[src/rtl/sc_casas_registro_pkg.sv]
// Shared constants and the state encoding for the Frogger home-row occupancy block.
// The level width is also used by the score and display blocks.
package sc_casas_registro_pkg;

  localparam int DEFAULT_NUM_CASAS = 8;
  localparam int LEVEL_W           = 4;
  localparam int COUNT_W           = 4;
  localparam int COL_W             = 3;

  typedef enum logic [0:0] {
    ST_PLAY      = 1'b0,
    ST_FULL_HOLD = 1'b1
  } casas_state_t;

endpackage

[src/rtl/sc_casas_registro_if.sv]
// Arrival/clear requests from the game logic and the occupancy status returned to it.
interface sc_casas_registro_if
  import sc_casas_registro_pkg::*;
#(
  parameter int NUM_CASAS = DEFAULT_NUM_CASAS
);

  logic                 SC_CASAS_arrive_valid_In;
  logic [COL_W-1:0]     SC_CASAS_arrive_col_In;
  logic                 SC_CASAS_clear_req_In;
  logic [NUM_CASAS-1:0] SC_CASAS_casas_Out;
  logic                 SC_CASAS_arrive_ok_Out;
  logic                 SC_CASAS_arrive_reject_Out;
  logic                 SC_CASAS_level_done_Out;
  logic                 SC_CASAS_busy_Out;
  logic [COUNT_W-1:0]   SC_CASAS_count_Out;
  logic [LEVEL_W-1:0]   SC_CASAS_level_Out;

  modport master (
    output SC_CASAS_arrive_valid_In, SC_CASAS_arrive_col_In, SC_CASAS_clear_req_In,
    input  SC_CASAS_casas_Out, SC_CASAS_arrive_ok_Out, SC_CASAS_arrive_reject_Out,
    input  SC_CASAS_level_done_Out, SC_CASAS_busy_Out, SC_CASAS_count_Out, SC_CASAS_level_Out
  );

  modport slave (
    input  SC_CASAS_arrive_valid_In, SC_CASAS_arrive_col_In, SC_CASAS_clear_req_In,
    output SC_CASAS_casas_Out, SC_CASAS_arrive_ok_Out, SC_CASAS_arrive_reject_Out,
    output SC_CASAS_level_done_Out, SC_CASAS_busy_Out, SC_CASAS_count_Out, SC_CASAS_level_Out
  );

endinterface

[src/rtl/sc_casas_hold_timer.sv]
// Up-counter timing the full-row celebration; flags the last cycle of the hold.
module sc_casas_hold_timer #(
  parameter  int HOLD_CYCLES = 50_000_000,
  localparam int WIDTH       = $clog2(HOLD_CYCLES + 1)
) (
  input  logic i_clk,
  input  logic i_rst_n,
  input  logic i_clear,
  input  logic i_enable,
  output logic o_terminal
);

  localparam logic [WIDTH-1:0] TERM_COUNT = WIDTH'(HOLD_CYCLES - 1);

  logic [WIDTH-1:0] r_count;

  always_ff @(posedge i_clk) begin
    if (!i_rst_n || i_clear) begin
      r_count <= '0;
    end else if (i_enable) begin
      r_count <= r_count + WIDTH'(1);
    end
  end

  assign o_terminal = (r_count == TERM_COUNT);

endmodule

[src/rtl/sc_casas_registro.sv]
// Home-row occupancy owner: accepts/rejects frog arrivals, holds a full row for
// HOLD_CYCLES, then clears it and advances the saturating level counter.
module sc_casas_registro
  import sc_casas_registro_pkg::*;
#(
  parameter int NUM_CASAS   = DEFAULT_NUM_CASAS,
  parameter int HOLD_CYCLES = 50_000_000
) (
  input  logic                SC_CASAS_CLOCK_50,
  input  logic                SC_CASAS_RESET_InLow,
  sc_casas_registro_if.slave  casas_bus
);

  casas_state_t         r_state;
  logic [NUM_CASAS-1:0] r_casas;
  logic [COUNT_W-1:0]   r_count;
  logic [LEVEL_W-1:0]   r_level;
  logic                 r_ok;
  logic                 r_reject;
  logic                 r_level_done;
  logic                 r_busy;

  logic [7:0]           w_col_onehot;
  logic [NUM_CASAS-1:0] w_col_mask;
  logic                 w_col_in_range;
  logic                 w_col_taken;
  logic                 w_hold_term;
  logic                 w_timer_clear;
  logic                 w_timer_enable;

  assign w_col_onehot   = 8'd1 << casas_bus.SC_CASAS_arrive_col_In;
  assign w_col_mask     = w_col_onehot[NUM_CASAS-1:0];
  assign w_col_in_range = ({1'b0, casas_bus.SC_CASAS_arrive_col_In} < 4'(NUM_CASAS));
  assign w_col_taken    = |(w_col_mask & r_casas);

  // Timer idles at zero outside the hold, so entering FULL_HOLD always starts from 0.
  assign w_timer_enable = (r_state == ST_FULL_HOLD);
  assign w_timer_clear  = (r_state != ST_FULL_HOLD) || casas_bus.SC_CASAS_clear_req_In || w_hold_term;

  sc_casas_hold_timer #(
    .HOLD_CYCLES (HOLD_CYCLES)
  ) u_hold_timer (
    .i_clk      (SC_CASAS_CLOCK_50),
    .i_rst_n    (SC_CASAS_RESET_InLow),
    .i_clear    (w_timer_clear),
    .i_enable   (w_timer_enable),
    .o_terminal (w_hold_term)
  );

  always_ff @(posedge SC_CASAS_CLOCK_50) begin
    if (!SC_CASAS_RESET_InLow) begin
      r_state      <= ST_PLAY;
      r_casas      <= '0;
      r_count      <= '0;
      r_level      <= '0;
      r_ok         <= 1'b0;
      r_reject     <= 1'b0;
      r_level_done <= 1'b0;
      r_busy       <= 1'b0;
    end else begin
      r_ok         <= 1'b0;
      r_reject     <= 1'b0;
      r_level_done <= 1'b0;
      // A new-game request wins over everything, including a same-cycle arrival.
      if (casas_bus.SC_CASAS_clear_req_In) begin
        r_state <= ST_PLAY;
        r_casas <= '0;
        r_count <= '0;
        r_level <= '0;
        r_busy  <= 1'b0;
      end else begin
        case (r_state)
          ST_PLAY: begin
            if (casas_bus.SC_CASAS_arrive_valid_In) begin
              if (w_col_in_range && !w_col_taken) begin
                r_casas <= r_casas | w_col_mask;
                r_count <= r_count + 4'd1;
                r_ok    <= 1'b1;
                if (r_count == 4'(NUM_CASAS - 1)) begin
                  r_state <= ST_FULL_HOLD;
                  r_busy  <= 1'b1;
                end
              end else begin
                r_reject <= 1'b1;
              end
            end
          end
          ST_FULL_HOLD: begin
            if (w_hold_term) begin
              r_state      <= ST_PLAY;
              r_casas      <= '0;
              r_count      <= '0;
              r_busy       <= 1'b0;
              r_level_done <= 1'b1;
              if (r_level != {LEVEL_W{1'b1}}) begin
                r_level <= r_level + 4'd1;
              end
            end
          end
          default: begin
            r_state <= ST_PLAY;
            r_busy  <= 1'b0;
          end
        endcase
      end
    end
  end

  assign casas_bus.SC_CASAS_casas_Out         = r_casas;
  assign casas_bus.SC_CASAS_count_Out         = r_count;
  assign casas_bus.SC_CASAS_level_Out         = r_level;
  assign casas_bus.SC_CASAS_arrive_ok_Out     = r_ok;
  assign casas_bus.SC_CASAS_arrive_reject_Out = r_reject;
  assign casas_bus.SC_CASAS_level_done_Out    = r_level_done;
  assign casas_bus.SC_CASAS_busy_Out          = r_busy;

endmodule

[src/flat_wrapper.sv]
// flat-port wrapper written by rule: the top's interface ports become plain ports
module sc_casas_registro_flat import sc_casas_registro_pkg::*;
#(
  parameter int NUM_CASAS   = DEFAULT_NUM_CASAS,
  parameter int HOLD_CYCLES = 50_000_000
)
  (SC_CASAS_CLOCK_50, SC_CASAS_RESET_InLow, casas_bus_SC_CASAS_arrive_valid_In, casas_bus_SC_CASAS_arrive_col_In, casas_bus_SC_CASAS_clear_req_In, casas_bus_SC_CASAS_casas_Out, casas_bus_SC_CASAS_arrive_ok_Out, casas_bus_SC_CASAS_arrive_reject_Out, casas_bus_SC_CASAS_level_done_Out, casas_bus_SC_CASAS_busy_Out, casas_bus_SC_CASAS_count_Out, casas_bus_SC_CASAS_level_Out);
  sc_casas_registro_if #(.NUM_CASAS(NUM_CASAS)) casas_bus_i ();
  input  logic SC_CASAS_CLOCK_50;
  input  logic SC_CASAS_RESET_InLow;
  input wire logic [$bits(casas_bus_i.SC_CASAS_arrive_valid_In)-1:0] casas_bus_SC_CASAS_arrive_valid_In;
  input wire logic [$bits(casas_bus_i.SC_CASAS_arrive_col_In)-1:0] casas_bus_SC_CASAS_arrive_col_In;
  input wire logic [$bits(casas_bus_i.SC_CASAS_clear_req_In)-1:0] casas_bus_SC_CASAS_clear_req_In;
  output wire logic [$bits(casas_bus_i.SC_CASAS_casas_Out)-1:0] casas_bus_SC_CASAS_casas_Out;
  output wire logic [$bits(casas_bus_i.SC_CASAS_arrive_ok_Out)-1:0] casas_bus_SC_CASAS_arrive_ok_Out;
  output wire logic [$bits(casas_bus_i.SC_CASAS_arrive_reject_Out)-1:0] casas_bus_SC_CASAS_arrive_reject_Out;
  output wire logic [$bits(casas_bus_i.SC_CASAS_level_done_Out)-1:0] casas_bus_SC_CASAS_level_done_Out;
  output wire logic [$bits(casas_bus_i.SC_CASAS_busy_Out)-1:0] casas_bus_SC_CASAS_busy_Out;
  output wire logic [$bits(casas_bus_i.SC_CASAS_count_Out)-1:0] casas_bus_SC_CASAS_count_Out;
  output wire logic [$bits(casas_bus_i.SC_CASAS_level_Out)-1:0] casas_bus_SC_CASAS_level_Out;
  assign casas_bus_i.SC_CASAS_arrive_valid_In = casas_bus_SC_CASAS_arrive_valid_In;
  assign casas_bus_i.SC_CASAS_arrive_col_In = casas_bus_SC_CASAS_arrive_col_In;
  assign casas_bus_i.SC_CASAS_clear_req_In = casas_bus_SC_CASAS_clear_req_In;
  assign casas_bus_SC_CASAS_casas_Out = casas_bus_i.SC_CASAS_casas_Out;
  assign casas_bus_SC_CASAS_arrive_ok_Out = casas_bus_i.SC_CASAS_arrive_ok_Out;
  assign casas_bus_SC_CASAS_arrive_reject_Out = casas_bus_i.SC_CASAS_arrive_reject_Out;
  assign casas_bus_SC_CASAS_level_done_Out = casas_bus_i.SC_CASAS_level_done_Out;
  assign casas_bus_SC_CASAS_busy_Out = casas_bus_i.SC_CASAS_busy_Out;
  assign casas_bus_SC_CASAS_count_Out = casas_bus_i.SC_CASAS_count_Out;
  assign casas_bus_SC_CASAS_level_Out = casas_bus_i.SC_CASAS_level_Out;
  sc_casas_registro #(.NUM_CASAS(NUM_CASAS), .HOLD_CYCLES(HOLD_CYCLES)) u_core (.SC_CASAS_CLOCK_50(SC_CASAS_CLOCK_50), .SC_CASAS_RESET_InLow(SC_CASAS_RESET_InLow), .casas_bus(casas_bus_i));
endmodule
[config.mk]
export PLATFORM = sky130hd
export DESIGN_NAME = sc_casas_registro_flat
export DESIGN_NICKNAME = d
export VERILOG_FILES = /design/src/rtl/sc_casas_registro_pkg.sv /design/src/rtl/sc_casas_registro_if.sv /design/src/rtl/sc_casas_hold_timer.sv /design/src/rtl/sc_casas_registro.sv /design/src/flat_wrapper.sv
export SDC_FILE = /design/constraint.sdc
export NUM_CORES = 1
export LEC_CHECK = 0
export CAP_MARGIN = 15
export CORE_ASPECT_RATIO = 0.6
export CORE_MARGIN = 3
export CORE_UTILIZATION = 30
export DETAILED_ROUTE_END_ITERATION = 10
export PLACE_DENSITY = 0.47
export SLEW_MARGIN = 20
export SYNTH_ARGS = -nofsm -noshare
export SYNTH_HDL_FRONTEND = slang
export SYNTH_SLANG_ARGS = --single-unit
export TNS_END_PERCENT = 100
[constraint.sdc]
create_clock -name SC_CASAS_CLOCK_50 -period 2.3 [get_ports SC_CASAS_CLOCK_50]
set_clock_uncertainty 0.1 [all_clocks]
set_input_delay 0.345 -clock SC_CASAS_CLOCK_50 [delete_from_list [all_inputs] [get_ports SC_CASAS_CLOCK_50]]
set_output_delay 0.345 -clock SC_CASAS_CLOCK_50 [all_outputs]
set_load 0.1 [all_outputs]
After elaboration in Yosys (flattened, before gate mapping)
Cells that the tools add are included.

storage, ports and cells
  input port bits = 7
  output and inout bits = 20
  flip-flop bits (word level) = 47
  word-level logic and storage cells = 57

operators by class
  add/sub/neg operators = 3
  shifts and indexed selects = 1
  mux-type cells = 21
  equality and inequality tests = 7
  bitwise operators = 5
  reductions and logical operators = 11

operators with widths
  kind                                                                   number
  26-bit by 1-bit adder with 26-bit output, second input constant        1
  26-bit equality test, second input constant                            1
  8-bit 2-to-1 mux                                                       3
  8-bit one-hot mux with 2 select lines                                  1
  4-bit 2-to-1 mux                                                       3
  1-bit 2-to-1 mux                                                       11
  4-bit by 1-bit adder with 4-bit output, second input constant          2
  8-bit bitwise AND                                                      1
  2-bit inequality test, second input constant                           4
  8-bit OR                                                               1
  4-bit one-hot mux with 2 select lines                                  1
  8-bit OR reduction                                                     1
  1-bit by 3-bit << shifter with 8-bit output, first input constant      1
  3-bit AND reduction                                                    2
  4-bit by 3-bit equality test with 1-bit output, second input constant  1
  4-bit inequality test, second input constant                           1
  1-bit one-hot mux with 2 select lines                                  2
  4-bit AND reduction                                                    1
  4-bit OR reduction                                                     1
  1-bit logical OR                                                       3
  1-bit NOT                                                              3
  3-bit OR reduction                                                     1
  2-bit OR reduction                                                     1
  1-bit zero test                                                        1

Depth between registers and ports, before layout
  depth after elaboration = 6
  depth in mapped cells = 7
  mapped depth without buffers = 6

Cells and area by module
Synthesis repeated with hierarchy kept, for this count alone.

unflattened totals
  cell total of the unflattened synthesis = 254
  area total of the unflattened synthesis = 2214.6 um^2

modules (own cells, without submodules)
  module               sequential area each (um^2)  area an instance (um^2)  instances  cells an instance
  sc_casas_hold_timer  520.5                        1234.9                   1          147
  sc_casas_registro    420.4                        979.7                    1          107

Worst setup path after synthesis
Ideal clock, no wire load.

  kind = register to register
  start point = register u_core.r_casas[7], in the netlist u_core.casas_bus.SC_CASAS_casas_Out[7]
  end point = register u_core.r_casas[1], in the netlist u_core.casas_bus.SC_CASAS_casas_Out[1]
  path buffers = 0
  library setup time = 0.119 ns
  period minus slack after synthesis = 2.349 ns
  data required time = 2.081 ns
  stages on the path, launching flop included = 6
  data arrival time = 2.130 ns
  path slack = -0.049 ns
  cells stage by stage = dfxtp_1 > mux2i_1 > mux4_2 > nand3_4 > nor2_2 > a32o_2

between the ends
  longest elaborated chain between the ends = 4

RTL lines
  item                                    line                     source
  from (decl)                             sc_casas_registro.sv:15  logic [NUM_CASAS-1:0] r_casas;
  from (signal assigned)                  sc_casas_registro.sv:76  r_casas <= r_casas | w_col_mask;
  8-bit bitwise AND                       sc_casas_registro.sv:34  assign w_col_taken = |(w_col_mask & r_casas);
  8-bit OR reduction                      sc_casas_registro.sv:34
  2-bit inequality test (no source line)  --
  3-bit AND reduction (no source line)    --

No other way between the ends.
A chain may end at the register's enable or synchronous reset.

Final worst setup path
  start point = register u_core.u_hold_timer.r_count[19]
  end point = register u_core.r_level[2], in the netlist u_core.casas_bus.SC_CASAS_level_Out[2]

between the ends
  longest elaborated chain between the ends = 2

RTL lines
  item                                  line                       source
  from (decl)                           sc_casas_hold_timer.sv:15  logic [WIDTH-1:0] r_count;
  from (signal assigned)                sc_casas_hold_timer.sv:21  r_count <= r_count + WIDTH'(1);
  26-bit equality test                  sc_casas_hold_timer.sv:25  assign o_terminal = (r_count == TERM_COUNT);
  3-bit AND reduction (no source line)  --
  to (signal assigned)                  sc_casas_registro.sv:96    r_level <= r_level + 4'd1;
  to (decl)                             sc_casas_registro.sv:17    logic [LEVEL_W-1:0] r_level;

No other way between the ends.

==> flow_summary.toml <==
[run_status]
status = "completed"

[yosys]
synthTopCellsByArea = "dfxtp_1, xor2_1, nor2_1"
ys.warnings.count = 0
ys.flop_type = "dfxtp_1"
synth_top_area_cell = "dfxtp_1"
synth_cells = 223
synth_fp_nets = 233
netlist_area_um2 = 2110
postSynthAreaPerCell_um2 = 9.45
synth-edff-count = 0
ys_seq_elements = 47
yosysSeqAreaShare_pct = 44.6
synth-async-reset-ratio_pct = 0
yosysUniqueCellTypes = 44
yosysTopAreaCellShare_pct = 44.6
synth_common_cells = "dfxtp_1, nor2_1, xor2_1"
yosysMostFrequentCell = "dfxtp_1"

[sta]
slew_headroom_pct = 69.0
fmaxAchievable_mhz = 479
hold_violations = 0
finalCritPeriodShare_pct = 90.9
timing.hold.ws_ns = 0.362
worstMarginPinSlew_ns = 0.458
setup_viol = 0
rsz0062_at_grt = "false"
finalMaxSlewViolations = 0
min_period_ns = 2.09

[pwr]
p_per_area_nw_per_um2 = 658
leakage_nw = 0.993
power_mw = 1.74
ir_drop_mv = 0.404

[cells_and_area]
antenna_cells = 0
area_growth_pct = 25.5
drive_gt1_share_pct = 23.8
final_cells = 345
finalNetCount = 270

[cts]
cts_setup_buffers = 0
cts-buffers-inserted = 5
clkSlewWorstSetupHoldPaths_ns = 0.07
cts.sinks = 47
cts_resized = 0
h-tree-depth = 2
cts_buffer_depth = 2
cts-root-buf = "clkbuf_16"
worstSkewPairLatency_ns = 0.28
cts_tree = "done"
cts_hold_buf = 0

[setup_path]
critPathArrivalTime_ns = 2.19
crit_required_ns = 2.40
crit_start = "u_core.u_hold_timer.r_count[19]$_SDFFE_PP0P_"
endpoint_kind = "register"
regToRegStartpoint = "u_core.u_hold_timer.r_count[19]$_SDFFE_PP0P_"
crit_type = "reg -> reg"
worstPathMaxFanout = 4
ff2ff_setup_slack_ns = 0.21
critPathLaunchType = "register"

[placement]
dp_hpwl_um = 3580
gp_congestion = 0.742
place_inst = 337
io_buffer_count = 26

[die]
io_pins = 27
initial_core_util_pct = 32.7
fp.dieW_um = 114
die_area_um2 = 8100
core_area_um2 = 6440
fp.dieH_um = 70.9
rows = 22

[route]
drt_iter0_markers = 118
antenna_left = 0
drt-total-wl_um = 4820
wl_per_cell_um = 14.0
vias = 1668
vias_per_cell = 4.83
post-route-drc-count = 0
drt_pass1_iterations = 4

[global_routing]
overflow = 0
antenna_found_initial = 0
grt_max_degree = 16
grt_pass1_wl_um = 7970
grt_pass1_vias = 1557
grt_util_all_layers_pct = 12.3

[flow_run]
maxCapViolations = 0

[min_path]
hold_class = "reg -> reg"
worstHoldStart = "u_core.u_hold_timer.r_count[0]$_SDFFE_PP0P_"
==> cells by family (layout without fill, tap and decap cells) <==
logic type	Yosys count	after routing	share of synthesized area [%]
simple gates	106	106	27.4
flops	47	47	44.6
xor+xnor	26	26	10.8
compound gates	22	22	8.84
buf+inv	13	51	3.09
mux	6	6	3.44
fa+ha+maj	3	3	1.78
==> path summary, 6_finish.rpt <==
check	cells past startpoint	end
worst min-delay path	1	u_core.u_hold_timer.r_count[0]$_SDFFE_PP0P_
worst max-delay path	6	u_core.casas_bus.SC_CASAS_level_Out[2]$_SDFFE_PP0P_
worst min register to register	1	u_core.u_hold_timer.r_count[0]$_SDFFE_PP0P_
worst max register to register	6	u_core.casas_bus.SC_CASAS_level_Out[2]$_SDFFE_PP0P_
==> layer usage <==
layer / wire, um / vias to the layer above / global-route usage (%)
met2: 1670 / 35 / 14.5
met1: 2900 / 754 / 21.0
met5: 0 / - / 0
met3: 227 / 4 / 3.08
met4: 27 / 0 / 2.77
li1: - / 875 / -
==> cell usage in the layout, fill, tap and decap left out, types with 3 or more instances in the layout <==
master | netlist | routed
buf_4 | 1 | 32
mux2i_1 | 5 | 5
clkbuf_16 | 0 | 5
dfxtp_2 | 0 | 8
dfxtp_1 | 47 | 39
nand2_1 | 13 | 13
nor3_1 | 6 | 6
a21oi_1 | 4 | 4
xor2_1 | 19 | 19
nand3_1 | 16 | 16
inv_1 | 5 | 5
a22o_1 | 4 | 4
and4_1 | 5 | 5
xnor2_1 | 7 | 7
clkdlybuf4s50_1 | 0 | 6
nor2b_1 | 4 | 4
ha_1 | 3 | 3
a32o_2 | 3 | 3
nor2_1 | 32 | 32
and3_1 | 4 | 4
nand4_1 | 9 | 9
nor4_1 | 3 | 3
==> metrics by stage <==
stage / area [um^2] / TNS (ns) / utilization (%) / setup WS, ns
5_1_grt: 2650 / 0 / 41.1 / 0.0571
3_5_place_dp: 2480 / -0.479 / 38.5 / -0.0922
4_1_cts: 2650 / 0 / 41.1 / 0.209
2_1_floorplan: 2120 / 0 / - / 0.278
6_report: 2650 / 0 / 41.1 / 0.210
3_3_place_gp: 2480 / -0.153 / 38.5 / -0.0417
==> registers in the layout, indices dropped and copies added (netlist names) <==
register	cells
u_core.u_hold_timer.r_count	26
u_core.casas_bus.SC_CASAS_casas_Out	8
u_core.casas_bus.SC_CASAS_count_Out	4
u_core.casas_bus.SC_CASAS_level_Out	4
u_core.casas_bus.SC_CASAS_arrive_ok_Out	1
u_core.casas_bus.SC_CASAS_arrive_reject_Out	1
u_core.casas_bus.SC_CASAS_busy_Out	1
u_core.casas_bus.SC_CASAS_level_done_Out	1
u_core.r_state	1
==> layout make-up <==
type | instances | area [um^2]
fillers | 679 | 3790
inverters | 5 | 18.8
well taps | 84 | 105
clock buffers | 5 | 125
multi-input cells | 163 | 1100
repair buffers | 38 | 300
flip-flops and latches | 47 | 951
clock inverters | 3 | 43.8
==> critical path: stages (launching register included) <==
cell and delay, ns:
dfxtp_1 0.36, nor4bb_1 0.47, and4_1 0.38, and3_1 0.28, buf_4 0.16, a21oi_1 0.06, a211oi_1 0.20
==> report_power, final <==
group	internal [mW]	switching, mW	leakage, nW	total (mW)
Combinational	0.0315	0.0597	0.526	0.0912
Sequential	0.818	0.00390	0.383	0.822
Clock	0.513	0.316	0.0838	0.828
(Power assumes the default switching activity.)
